--- src/rtl/vga_timing_gen_if.sv ---
// Video timing bundle: run enable into the generator, pixel strobe,
// counters, sync/blank levels and line/frame markers out of it.
interface vga_timing_gen_if #(
  parameter int CW = 10
) ();
  logic          en;
  logic          pix_en;
  logic [CW-1:0] x;
  logic [CW-1:0] y;
  logic          hsync;
  logic          vsync;
  logic          blank_b;
  logic          sync_b;
  logic          line_start;
  logic          frame_start;
  logic [7:0]    frame_cnt;

  modport master (
    input  en,
    output pix_en, x, y, hsync, vsync, blank_b, sync_b,
           line_start, frame_start, frame_cnt
  );

  modport slave (
    output en,
    input  pix_en, x, y, hsync, vsync, blank_b, sync_b,
           line_start, frame_start, frame_cnt
  );
endinterface

--- src/rtl/vga_timing_gen.sv ---
// Raster timing generator: pixel-clock divider, x/y counters, horizontal and
// vertical phase FSMs, and a pixel-strobed delay line for sync/blank.
module vga_timing_gen #(
  parameter int H_ACTIVE = 640,
  parameter int H_FP     = 16,
  parameter int H_SYNC   = 96,
  parameter int H_BP     = 48,
  parameter int V_ACTIVE = 480,
  parameter int V_FP     = 10,
  parameter int V_SYNC   = 2,
  parameter int V_BP     = 33,
  parameter bit HS_POL   = 1'b0,
  parameter bit VS_POL   = 1'b0,
  parameter int CLK_DIV  = 2,
  parameter int PIPE     = 2,
  parameter int CW       = 10
) (
  input  logic                 clk,
  input  logic                 rst,
  vga_timing_gen_if.master     vga
);

  localparam int H_TOTAL = H_ACTIVE + H_FP + H_SYNC + H_BP;
  localparam int V_TOTAL = V_ACTIVE + V_FP + V_SYNC + V_BP;

  // Each phase boundary is detected on a single counter value, so no phase may be empty.
  if (H_TOTAL > (1 << CW) || V_TOTAL > (1 << CW)) begin : g_bad_total
    $error("vga_timing_gen: H_TOTAL or V_TOTAL exceeds 2**CW");
  end
  if (CLK_DIV < 1 || CLK_DIV > 8 || PIPE < 0 || PIPE > 4) begin : g_bad_range
    $error("vga_timing_gen: CLK_DIV must be 1..8 and PIPE 0..4");
  end
  if (H_ACTIVE < 1 || H_FP < 1 || H_SYNC < 1 || H_BP < 1 ||
      V_ACTIVE < 1 || V_FP < 1 || V_SYNC < 1 || V_BP < 1) begin : g_bad_phase
    $error("vga_timing_gen: every timing phase must be at least 1 long");
  end

  typedef enum logic [1:0] {ACT, HFP, HSY, HBP} state_e;

  logic [2:0]    div_q, div_d;
  logic          pix_en_q, pix_en_d;
  logic [CW-1:0] x_q, x_d, y_q, y_d;
  logic [7:0]    frame_cnt_q, frame_cnt_d;
  state_e        h_st_q, h_st_d, v_st_q, v_st_d;
  logic          hs_raw_q, hs_raw_d, vs_raw_q, vs_raw_d;
  logic          blank_raw_q, blank_raw_d;
  logic          line_start_q, line_start_d;
  logic          frame_start_q, frame_start_d;

  logic adv, div_last, x_last, y_last;

  // pix_en_q is held (not cleared) while frozen so no pixel strobe is lost.
  assign adv      = vga.en & pix_en_q;
  assign div_last = (div_q == 3'(CLK_DIV - 1));
  assign x_last   = (x_q == CW'(H_TOTAL - 1));
  assign y_last   = (y_q == CW'(V_TOTAL - 1));

  always_comb begin
    div_d         = div_q;
    pix_en_d      = pix_en_q;
    x_d           = x_q;
    y_d           = y_q;
    frame_cnt_d   = frame_cnt_q;
    h_st_d        = h_st_q;
    v_st_d        = v_st_q;
    hs_raw_d      = hs_raw_q;
    vs_raw_d      = vs_raw_q;
    blank_raw_d   = blank_raw_q;
    line_start_d  = 1'b0;
    frame_start_d = 1'b0;

    if (vga.en) begin
      div_d    = div_last ? 3'd0 : div_q + 3'd1;
      pix_en_d = div_last;
    end

    if (adv) begin
      x_d          = x_last ? '0 : x_q + 1'b1;
      line_start_d = x_last;
      case (h_st_q)
        ACT:     if (x_d == CW'(H_ACTIVE)) h_st_d = HFP;
        HFP:     if (x_d == CW'(H_ACTIVE + H_FP)) h_st_d = HSY;
        HSY:     if (x_d == CW'(H_ACTIVE + H_FP + H_SYNC)) h_st_d = HBP;
        HBP:     if (x_last) h_st_d = ACT;
        default: h_st_d = ACT;
      endcase

      if (x_last) begin
        y_d           = y_last ? '0 : y_q + 1'b1;
        frame_start_d = y_last;
        if (y_last) frame_cnt_d = frame_cnt_q + 8'd1;
        case (v_st_q)
          ACT:     if (y_d == CW'(V_ACTIVE)) v_st_d = HFP;
          HFP:     if (y_d == CW'(V_ACTIVE + V_FP)) v_st_d = HSY;
          HSY:     if (y_d == CW'(V_ACTIVE + V_FP + V_SYNC)) v_st_d = HBP;
          HBP:     if (y_last) v_st_d = ACT;
          default: v_st_d = ACT;
        endcase
      end

      // Levels follow the next state so they line up with the new x/y.
      hs_raw_d    = (h_st_d == HSY) ? HS_POL : ~HS_POL;
      vs_raw_d    = (v_st_d == HSY) ? VS_POL : ~VS_POL;
      blank_raw_d = (h_st_d == ACT) && (v_st_d == ACT);
    end
  end

  always_ff @(posedge clk or negedge rst) begin
    if (!rst) begin
      div_q         <= 3'd0;
      pix_en_q      <= 1'b0;
      x_q           <= '0;
      y_q           <= '0;
      frame_cnt_q   <= 8'd0;
      h_st_q        <= ACT;
      v_st_q        <= ACT;
      hs_raw_q      <= ~HS_POL;
      vs_raw_q      <= ~VS_POL;
      blank_raw_q   <= 1'b0;
      line_start_q  <= 1'b0;
      frame_start_q <= 1'b0;
    end else begin
      div_q         <= div_d;
      pix_en_q      <= pix_en_d;
      x_q           <= x_d;
      y_q           <= y_d;
      frame_cnt_q   <= frame_cnt_d;
      h_st_q        <= h_st_d;
      v_st_q        <= v_st_d;
      hs_raw_q      <= hs_raw_d;
      vs_raw_q      <= vs_raw_d;
      blank_raw_q   <= blank_raw_d;
      line_start_q  <= line_start_d;
      frame_start_q <= frame_start_d;
    end
  end

  localparam logic [2:0] IDLE_LVL = {~HS_POL, ~VS_POL, 1'b0};

  logic [2:0] raw_lvl;
  logic [2:0] out_lvl;

  assign raw_lvl = {hs_raw_q, vs_raw_q, blank_raw_q};

  if (PIPE == 0) begin : g_nopipe
    assign out_lvl = raw_lvl;
  end else begin : g_pipe
    for (genvar gi = 0; gi < PIPE; gi++) begin : stg
      logic [2:0] lvl_q, lvl_d, src;
      if (gi == 0) begin : g_head
        assign src = raw_lvl;
      end else begin : g_tail
        assign src = stg[gi-1].lvl_q;
      end
      always_comb begin
        lvl_d = lvl_q;
        if (adv) lvl_d = src;
      end
      always_ff @(posedge clk or negedge rst) begin
        if (!rst) lvl_q <= IDLE_LVL;
        else      lvl_q <= lvl_d;
      end
    end
    assign out_lvl = stg[PIPE-1].lvl_q;
  end

  assign vga.pix_en      = pix_en_q & vga.en;
  assign vga.line_start  = line_start_q & vga.en;
  assign vga.frame_start = frame_start_q & vga.en;
  assign vga.x           = x_q;
  assign vga.y           = y_q;
  assign vga.frame_cnt   = frame_cnt_q;
  assign vga.hsync       = out_lvl[2];
  assign vga.vsync       = out_lvl[1];
  assign vga.blank_b     = out_lvl[0];
  assign vga.sync_b      = 1'b0;

endmodule
--- src/flat_wrapper.sv ---
// flat-port wrapper written by rule: the top's interface ports become plain ports
module vga_timing_gen_flat 
#(
  parameter int H_ACTIVE = 640,
  parameter int H_FP     = 16,
  parameter int H_SYNC   = 96,
  parameter int H_BP     = 48,
  parameter int V_ACTIVE = 480,
  parameter int V_FP     = 10,
  parameter int V_SYNC   = 2,
  parameter int V_BP     = 33,
  parameter bit HS_POL   = 1'b0,
  parameter bit VS_POL   = 1'b0,
  parameter int CLK_DIV  = 2,
  parameter int PIPE     = 2,
  parameter int CW       = 10
)
  (clk, rst, vga_en, vga_pix_en, vga_x, vga_y, vga_hsync, vga_vsync, vga_blank_b, vga_sync_b, vga_line_start, vga_frame_start, vga_frame_cnt);
  vga_timing_gen_if #(.CW(CW)) vga_i ();
  input  logic clk;
  input  logic rst;
  input wire logic [$bits(vga_i.en)-1:0] vga_en;
  output wire logic [$bits(vga_i.pix_en)-1:0] vga_pix_en;
  output wire logic [$bits(vga_i.x)-1:0] vga_x;
  output wire logic [$bits(vga_i.y)-1:0] vga_y;
  output wire logic [$bits(vga_i.hsync)-1:0] vga_hsync;
  output wire logic [$bits(vga_i.vsync)-1:0] vga_vsync;
  output wire logic [$bits(vga_i.blank_b)-1:0] vga_blank_b;
  output wire logic [$bits(vga_i.sync_b)-1:0] vga_sync_b;
  output wire logic [$bits(vga_i.line_start)-1:0] vga_line_start;
  output wire logic [$bits(vga_i.frame_start)-1:0] vga_frame_start;
  output wire logic [$bits(vga_i.frame_cnt)-1:0] vga_frame_cnt;
  assign vga_i.en = vga_en;
  assign vga_pix_en = vga_i.pix_en;
  assign vga_x = vga_i.x;
  assign vga_y = vga_i.y;
  assign vga_hsync = vga_i.hsync;
  assign vga_vsync = vga_i.vsync;
  assign vga_blank_b = vga_i.blank_b;
  assign vga_sync_b = vga_i.sync_b;
  assign vga_line_start = vga_i.line_start;
  assign vga_frame_start = vga_i.frame_start;
  assign vga_frame_cnt = vga_i.frame_cnt;
  vga_timing_gen #(.H_ACTIVE(H_ACTIVE), .H_FP(H_FP), .H_SYNC(H_SYNC), .H_BP(H_BP), .V_ACTIVE(V_ACTIVE), .V_FP(V_FP), .V_SYNC(V_SYNC), .V_BP(V_BP), .HS_POL(HS_POL), .VS_POL(VS_POL), .CLK_DIV(CLK_DIV), .PIPE(PIPE), .CW(CW)) u_core (.clk(clk), .rst(rst), .vga(vga_i));
endmodule
--- config.mk ---
export PLATFORM = sky130hd
export DESIGN_NAME = vga_timing_gen_flat
export DESIGN_NICKNAME = d
export VERILOG_FILES = /design/src/rtl/vga_timing_gen_if.sv /design/src/rtl/vga_timing_gen.sv /design/src/flat_wrapper.sv
export SDC_FILE = /design/constraint.sdc
export NUM_CORES = 1
export LEC_CHECK = 0
export CORE_UTILIZATION = 35
export DETAILED_ROUTE_END_ITERATION = 7
export GPL_TIMING_DRIVEN = 0
export HOLD_SLACK_MARGIN = 0.02
export PLACE_DENSITY = 0.62
export SYNTH_ARGS = -nofsm -noshare
export SYNTH_HDL_FRONTEND = slang
export SYNTH_SLANG_ARGS = --single-unit
--- constraint.sdc ---
create_clock -name clk -period 2.8 [get_ports clk]
set_input_delay 0.42 -clock clk [delete_from_list [all_inputs] [get_ports clk]]
set_output_delay 0.42 -clock clk [all_outputs]
set_load 0.01 [all_outputs]
Yosys cells after proc, flatten, opt, wreduce, memory -nomap -nowiden
Cells that the tools add are included.
- flip-flop bits (word level): 47
- latch bits: 0
- bits in writable memories: 0
- ROM bits: 0
- input bits: 3
- output and inout bits: 35
- memories kept: 0
- add/sub/neg operators: 4
- multipliers: 0
- divide/modulo/power cells: 0
- $lt $le $gt $ge: 0
- equal/unequal tests: 17
- shift-type cells: 0
- muxes and demuxes: 21
- bitwise operators: 3
- reductions and logical operators: 7
- operators by type and width (cell ; number):
    10-bit equality test (second input constant) ; 5
    10-bit by 9-bit equality test with 1-bit output (second input constant) ; 3
    2-bit two-way mux ; 11
    10-bit by 1-bit adder with 10-bit output (second input constant) ; 2
    10-bit two-way mux ; 2
    2-bit one-hot mux with 4 select lines ; 2
    2-bit equality test (second input constant) ; 6
    8-bit by 1-bit adder with 8-bit output (second input constant) ; 1
    2-bit logical NOT ; 4
    1-bit two-way mux ; 5
    2-bit by 1-bit equality test with 1-bit output (second input constant) ; 2
    3-bit by 1-bit adder with 3-bit output (second input constant) ; 1
    1-bit AND ; 3
    3-bit by 1-bit equality test with 1-bit output (second input constant) ; 1
    3-bit two-way mux ; 1
    3-bit AND reduction ; 1
    2-bit AND reduction ; 1
    1-bit logical AND ; 1

Logic depth before layout (Yosys ltp)
Gate-level depths: netlist of the first run.
- depth in word-level cells: 9
- mapped depth: 11
- depth with buffers taken out: 10

Worst setup path after synthesis of the first run
No wires, ideal clock.
- kind: flip-flop to flip-flop
- start point: register u_core.x_q[0], in the netlist u_core.vga.x[0]
- end point: register u_core.blank_raw_q
- setup time: 0.104 ns
- arrival time: 2.417 ns
- data required time: 2.696 ns
- setup slack: 0.280 ns
- cell stages (with the launch flop): 9
- cell sequence: dfrtp_1 -> ha_1 -> nand4_4 -> nor3b_4 -> o2111ai_2 -> nor4_4 -> a31oi_1 -> a311o_1 -> o41ai_2
- word-level cells in the longest chain between the ends: 8
- elaborated cells between the ends (all ways): 17
- ends and longest elaborated chain (item ; RTL line ; RTL):
    start: declaration ; vga_timing_gen.sv:42 ; logic [CW-1:0] x_q, x_d, y_q, y_d;
    start signal: assignment ; vga_timing_gen.sv:112 ; x_q <= '0;
    start signal: assignment ; vga_timing_gen.sv:125 ; x_q <= x_d;
    10-bit by 1-bit adder with 10-bit output or 10-bit equality test (tied branches) ; vga_timing_gen.sv:78, vga_timing_gen.sv:55 ;
    10-bit two-way mux ; vga_timing_gen.sv:78 ; x_d = x_last ? '0 : x_q + 1'b1;
    10-bit equality test (on tied branches) ; vga_timing_gen.sv:83, vga_timing_gen.sv:81, vga_timing_gen.sv:82 ;
    2-bit two-way mux (on tied branches) ; vga_timing_gen.sv:83, vga_timing_gen.sv:81, vga_timing_gen.sv:82 ;
    2-bit one-hot mux with 4 select lines ; vga_timing_gen.sv:80 ; case (h_st_q)
    2-bit two-way mux ; vga_timing_gen.sv:77 ; if (adv) begin
    2-bit logical NOT ; vga_timing_gen.sv:104 ; blank_raw_d = (h_st_d == ACT) && (v_st_d == ACT);
    1-bit logical AND (*) ; vga_timing_gen.sv:104 ;
    end signal: assignment ; vga_timing_gen.sv:132 ; blank_raw_q <= blank_raw_d;
    end: declaration ; vga_timing_gen.sv:46 ; logic blank_raw_q, blank_raw_d;
Every way passes the cells marked *; elsewhere a longest branch is shown, timed or not. The select of a mux whose other input is x is not followed.
A chain may end at the register's enable or synchronous reset.

Final worst setup path of the first run
Ends and elaborated chain as after synthesis.

==> results.yml, run 1 <==
outcome:
  outcome: "complete, no violations"
global_routing:
  grt_pass1_vias: 2096
  track_usage: 0.157
  grt_antenna_before_repair: 0
  grt_max_degree: 34
  overflow: 0
  grt_pass1_wl_um: 9510
final_layout:
  drive_gt1_frac: 0.128
  diodes: 0
  fillCellCount: 682
  design_area_sq_mm: 0.00322
  utilization: 0.464
  nNetsFinal: 329
  synthToLayoutAreaGrowth_pct: 25.1
routing:
  viasPerCell: 5.10
  dr.pass1.iters: 4
  wl_per_cell_um: 13.2
  drt_iter0_markers: 82
  vias: 2125
  wl_um: 5500
  drc: 0
  drtAntennaViolNets: 0
setup_path:
  end_kind: "flip-flop"
  start_kind: "flip-flop"
  crit_type: "reg2reg"
  cp.required_ns: 3.01
  path_max_fanout: 7
  cp.arrival_ns: 2.79
sta:
  hold_violations: 0
  timing.hold.ws_ns: 0.0242
  max_freq_mhz: 387
  worst_slack_ns: 0.216
  tightest_slew_ns: 0.544
  relSlewSlack: 0.634
  setup_viol: 0
  fin_crit_ns: 2.58
  timing.final.crit_share: 0.923
  fin_worst_skew_ns: 0.00502
  rsz0062_at_grt: "false"
  slew_viol_final: 0
clock_network:
  cts_tree: "built"
  cts_buffer_depth: 2
  cts_root_buffer: "clkbuf_8"
  cts_sinks: 47
  path_clk_slew_ns: 0.09
  clk_latency_ns: 0.30
  cts_buffers: 5
  h-tree-depth: 2
placement:
  dpl_cell_area_sq_mm: 0.00306
  dp_hpwl_um: 3820
  port_buffers: 35
  gp_congestion: 0.876
  pre_cts_ws_ns: -0.0827
synthesis:
  yosysMostFrequentCell: "nand2_1"
  ys.flop_type: "dfrtp_1"
  synth_seq_cells: 47
  syn_nets: 285
  synth.avg_cell_area_sq_um: 9.33
  netlist_area_sq_mm: 0.00257
  synth_enable_flop_cells: 0
  synthTopCellsByArea: "dfrtp_1 40%, nand2_1 7.3%, dfstp_2 6.1%"
  synthCells: 276
  synth_common_cells: "50 x nand2_1, 41 x dfrtp_1, 17 x nand3_1, 17 x o21ai_0, 13 x xnor2_1"
  ys_async_sr_fraction: 1.00
  yosys_warnings: 0
  yosys.area.top_type_share: 0.398
  ys_types: 55
  seq_area_frac_synth: 0.460
  yosysTopAreaCell: "dfrtp_1"
floorplan:
  die_h_um: 87.8
  rows: 30
  core-area_sq_mm: 0.00694
  initial_core_util: 0.371
  die_w_um: 87.8
  dieArea_sq_mm: 0.00770
  ioPinCount: 38
flow_run:
  cap_viol_max_count: 0
hold_path:
  hold_class: "in2async"
pwr:
  ir_drop_mv: 0.225
  p_total_mw: 1.81
  p_per_area_mw_per_mm2: 562
  power.leakage_nw: 1.35
flip-flops by register name (all words and copies together) (netlist names):
signal	cells
u_core.line_start_q	1
u_core.blank_raw_q	1
u_core.hs_raw_q	1
u_core.vga.x	10
u_core.frame_start_q	1
u_core.vs_raw_q	1
u_core.g_pipe.stg.lvl_q	6
u_core.div_q	3
u_core.v_st_q	2
u_core.pix_en_q	1
u_core.h_st_q	2
u_core.vga.frame_cnt	8
u_core.vga.y	10
per-stage QoR:
step	cells	TNS, ns
final	417	0
after global routing	417	0
after CTS	418	0
after detailed placement	408	-0.185
after global placement	407	-1.81
after floorplan	276	0
power breakdown:
group          internal (mW)  total, mW  switching, mW
combinational          0.171      0.358          0.187
sequential             0.785      0.863         0.0779
clock                  0.357      0.590          0.233
total                   1.31       1.81          0.498
final timing paths:
check,startpoint,end,slack (ns),cells after the start
worst max-delay path,u_core.vga.x[0],u_core.blank_raw_q,0.22,9
worst min-delay path,rst,u_core.vga.x[6],0.02,1
worst max register to register,u_core.vga.x[0],u_core.blank_raw_q,0.22,9
worst min register to register,u_core.hs_raw_q,u_core.g_pipe.stg[0].lvl_q[2],0.46,2
max in group asynchronous,rst,u_core.vs_raw_q,2.21,2
min in group clk,u_core.hs_raw_q,u_core.g_pipe.stg[0].lvl_q[2],0.46,2
kinds of logic after synthesis:
| kind of cell | count (synthesis) | share of synthesized area |
|---|---|---|
| simple gates | 123 | 0.249 |
| buf+inv | 26 | 0.0418 |
| compound gates | 47 | 0.128 |
| flops | 47 | 0.460 |
| fa+ha+maj | 6 | 0.0292 |
| xor+xnor | 24 | 0.0816 |
| other cells | 1 | 0.00146 |
| mux | 2 | 0.00875 |
area by class of cell:
| cell class | instances | area, sq um | area share |
|---|---|---|---|
| clock inverters | 2 | 60.1 | 0.0186 |
| flip-flops and latches | 47 | 1190 | 0.368 |
| clock buffers | 6 | 72.6 | 0.0225 |
| well taps | 96 | 120 | 0.0373 |
| plain buffers | 15 | 67.6 | 0.0210 |
| multi-input cells | 203 | 1300 | 0.403 |
| inverters | 10 | 37.5 | 0.0117 |
| repair buffers | 38 | 380 | 0.118 |
critical path: stages (launching register included):
cell and delay (ns):
dfrtp_2 0.44, ha_2 0.26, nand4_4 0.15, nor3b_4 0.28
buf_4 0.17, o2111ai_2 0.15, nor4_4 0.21, a31oi_1 0.12
a311o_1 0.38, o41ai_2 0.33
what timing repair did:
action	CTS	global route
hold buffers	0	0
setup endpoints to repair	3	5
buffers inserted	2	0
endpoints found under the hold margin	0	0
pin swaps	1	0
resized for setup	1	7
placed cells by master (no fill, tap or decap), drive strengths merged, types with 2 or more instances in the layout:
master and instances:
o41ai 4, nor3 11, a31oi 4, xor2 11
mux2 2, nor4 3, and2 4, o31ai 4
nand2 51, nand4 3, a21oi 3, xnor2 13
dfstp 6, nor4b 3, ha 6, nand2b 4
clkbuf 14, and3 4, nand3 17, a21boi 2
dfrtp 41, bufinv 2, o22a 2, inv 10
nor2 12, nor2b 3, or3 2, clkdlybuf4s50 34
o21ai 17, a22o 2, buf 11
layer usage:
metal / vias to the layer above / wire length, um / part of all wire / GRT usage
met1: 1029 / 2610 / 0.47 / 0.202
met4: 0 / 71 / 0.013 / 0.0417
met2: 44 / 2590 / 0.47 / 0.266
met5: - / 0 / 0 / 0
met3: 8 / 230 / 0.042 / 0.0377
li1: 1044 / - / - / -
Power figures use the tool's default switching activity.
==> run 2, diff against run 1 <==
--- a/config.mk
+++ b/config.mk
@@ -9,7 +9,6 @@
 export DETAILED_ROUTE_END_ITERATION = 7
 export GPL_TIMING_DRIVEN = 0
 export HOLD_SLACK_MARGIN = 0.02
-export PLACE_DENSITY = 0.62
 export SYNTH_ARGS = -nofsm -noshare
 export SYNTH_HDL_FRONTEND = slang
 export SYNTH_SLANG_ARGS = --single-unit
==> run 2 against run 1 <==
Net effect: first-iteration DRC count rose by 22%; total power down 4.7%; sequential power barely moved; via count fell by 0.38%; critical endpoint unchanged; largest cell class unchanged; largest power group unchanged.
==> results.yml, run 2 (synthesized netlist as in run 1, its figures left out) <==
clock_network:
  cts_buffer_depth: 2
  postCtsHoldBufs: 0
  cts_root_buffer: "clkbuf_8"
  path_clk_slew_ns: 0.09
  h-tree-depth: 2
  cts_sinks: 47
  clk_latency_ns: 0.30
  cts_tree: "built"
  cts_buffers: 5
floorplan:
  dieArea_sq_mm: 0.00770
  die_w_um: 87.8
  ioPinCount: 38
  initial_core_util: 0.371
  rows: 30
  die_h_um: 87.8
  core-area_sq_mm: 0.00694
sta:
  timing.final.crit_share: 0.938
  hold_violations: 0
  setup_viol: 0
  rsz0062_at_grt: "false"
  slew_viol_final: 0
  max_freq_mhz: 381
  tns_ns: 0
  fin_worst_skew_ns: 0.00926
  timing.hold.ws_ns: 0.0472
  fin_crit_ns: 2.63
routing:
  drtAntennaViolNets: 0
  viasPerCell: 5.06
  vias: 2117
  dr.pass1.iters: 4
  wl_um: 5520
  drc: 0
  wl_per_cell_um: 13.2
  drt_iter0_markers: 100
setup_path:
  start_kind: "flip-flop"
  end_kind: "flip-flop"
  worstSetupStartpoint: "u_core.vga.x[1]"
  cp.arrival_ns: 2.83
  regToRegEndpoint: "u_core.blank_raw_q"
  rr_worst_depth: 9
  cp.required_ns: 3.00
  reg2reg_slack_ns: 0.17
  reg2reg_from: "u_core.vga.x[1]"
  crit_type: "reg2reg"
  path_max_fanout: 6
outcome:
  outcome: "complete, no violations"
placement:
  dp_hpwl_um: 3850
  port_buffers: 35
  gp_congestion: 0.814
final_layout:
  synthToLayoutAreaGrowth_pct: 24.4
  final_cell_mix: "50 x nand2_1, 39 x dfrtp_1, 34 x clkdlybuf4s50_1"
  drive_gt1_frac: 0.124
  final_common_cell: "nand2_1"
  diodes: 0
  nNetsFinal: 330
pwr:
  power.leakage_nw: 1.35
  p_total_mw: 1.73
  ir_drop_mv: 0.218
  p_per_area_mw_per_mm2: 539
global_routing:
  grt_pass1_wl_um: 9250
  overflow: 0
  grt_max_degree: 31
  grt_antenna_before_repair: 0
  track_usage: 0.154
  grt_pass1_vias: 1997
hold_path:
  hold_class: "in2async"
flow_run:
  cap_viol_max_count: 0
[run 2: through the flow]
stage          instance area (sq um)   util  cells  worst slack (ns)
3_5_place_dp                    3060  0.441    408            -0.144
6_report                        3200  0.461    418             0.174
4_1_cts                         3200  0.461    419            0.0870
5_1_grt                         3200  0.461    418           0.00744
3_3_place_gp                    3050  0.439    407            -0.132
2_1_floorplan                   2570      -    276             0.280
[run 2: worst max path at each step]
stage                     slack [ns]                       to  depth (start not counted)
after floorplan                 0.28       u_core.blank_raw_q                          8
after global placement         -0.13  u_core.vga.frame_cnt[7]                         11
after detailed placement       -0.14  u_core.vga.frame_cnt[7]                         11
after CTS                       0.09          u_core.vs_raw_q                          9
after global routing           0.007          u_core.vs_raw_q                          8
final                           0.17       u_core.blank_raw_q                          9
[run 2: routing by layer]
layer  GRT usage  vias to the layer above  part of all wire
li1            -                     1044                 -
met1       0.209                     1028              0.49
met2       0.251                       40              0.46
met3      0.0302                        5             0.038
met4      0.0417                        0            0.0082
met5           0                        -                 0
[run 2: critical path, cell delays in order, from the launching register on]
cell,delay [ns]
dfrtp_1,0.44
ha_2,0.28
nand4_4,0.16
nor3b_4,0.26
buf_4,0.16
o2111ai_2,0.15
nor4_4,0.23
a31oi_1,0.13
a311o_1,0.38
o41ai_2,0.33
[run 2: layout make-up]
cell class,instances,area (sq um)
Fill cell,688,3740
Timing Repair Buffer,39,388
Clock buffer,5,68.8
Inverter,10,37.5
Tap cell,96,120
Multi-Input combinational cell,203,1290
Clock inverter,3,43.8
Buffer,15,66.3
Sequential cell,47,1190
[run 2: timing repair]
item / 4_1_cts / 5_1_grt
endpoints found under the hold margin: 0 / 0
setup endpoints to repair: 4 / 4
gates resized for setup: 1 / 3
pin swaps: 1 / 0
setup buffers: 3 / 0
[run 2: where the power goes]
group	switching [mW]	internal (mW)	leakage, nW	total, mW
Sequential	0.0767	0.784	0.613	0.860
Clock	0.243	0.266	0.0581	0.510
Combinational	0.185	0.171	0.675	0.355
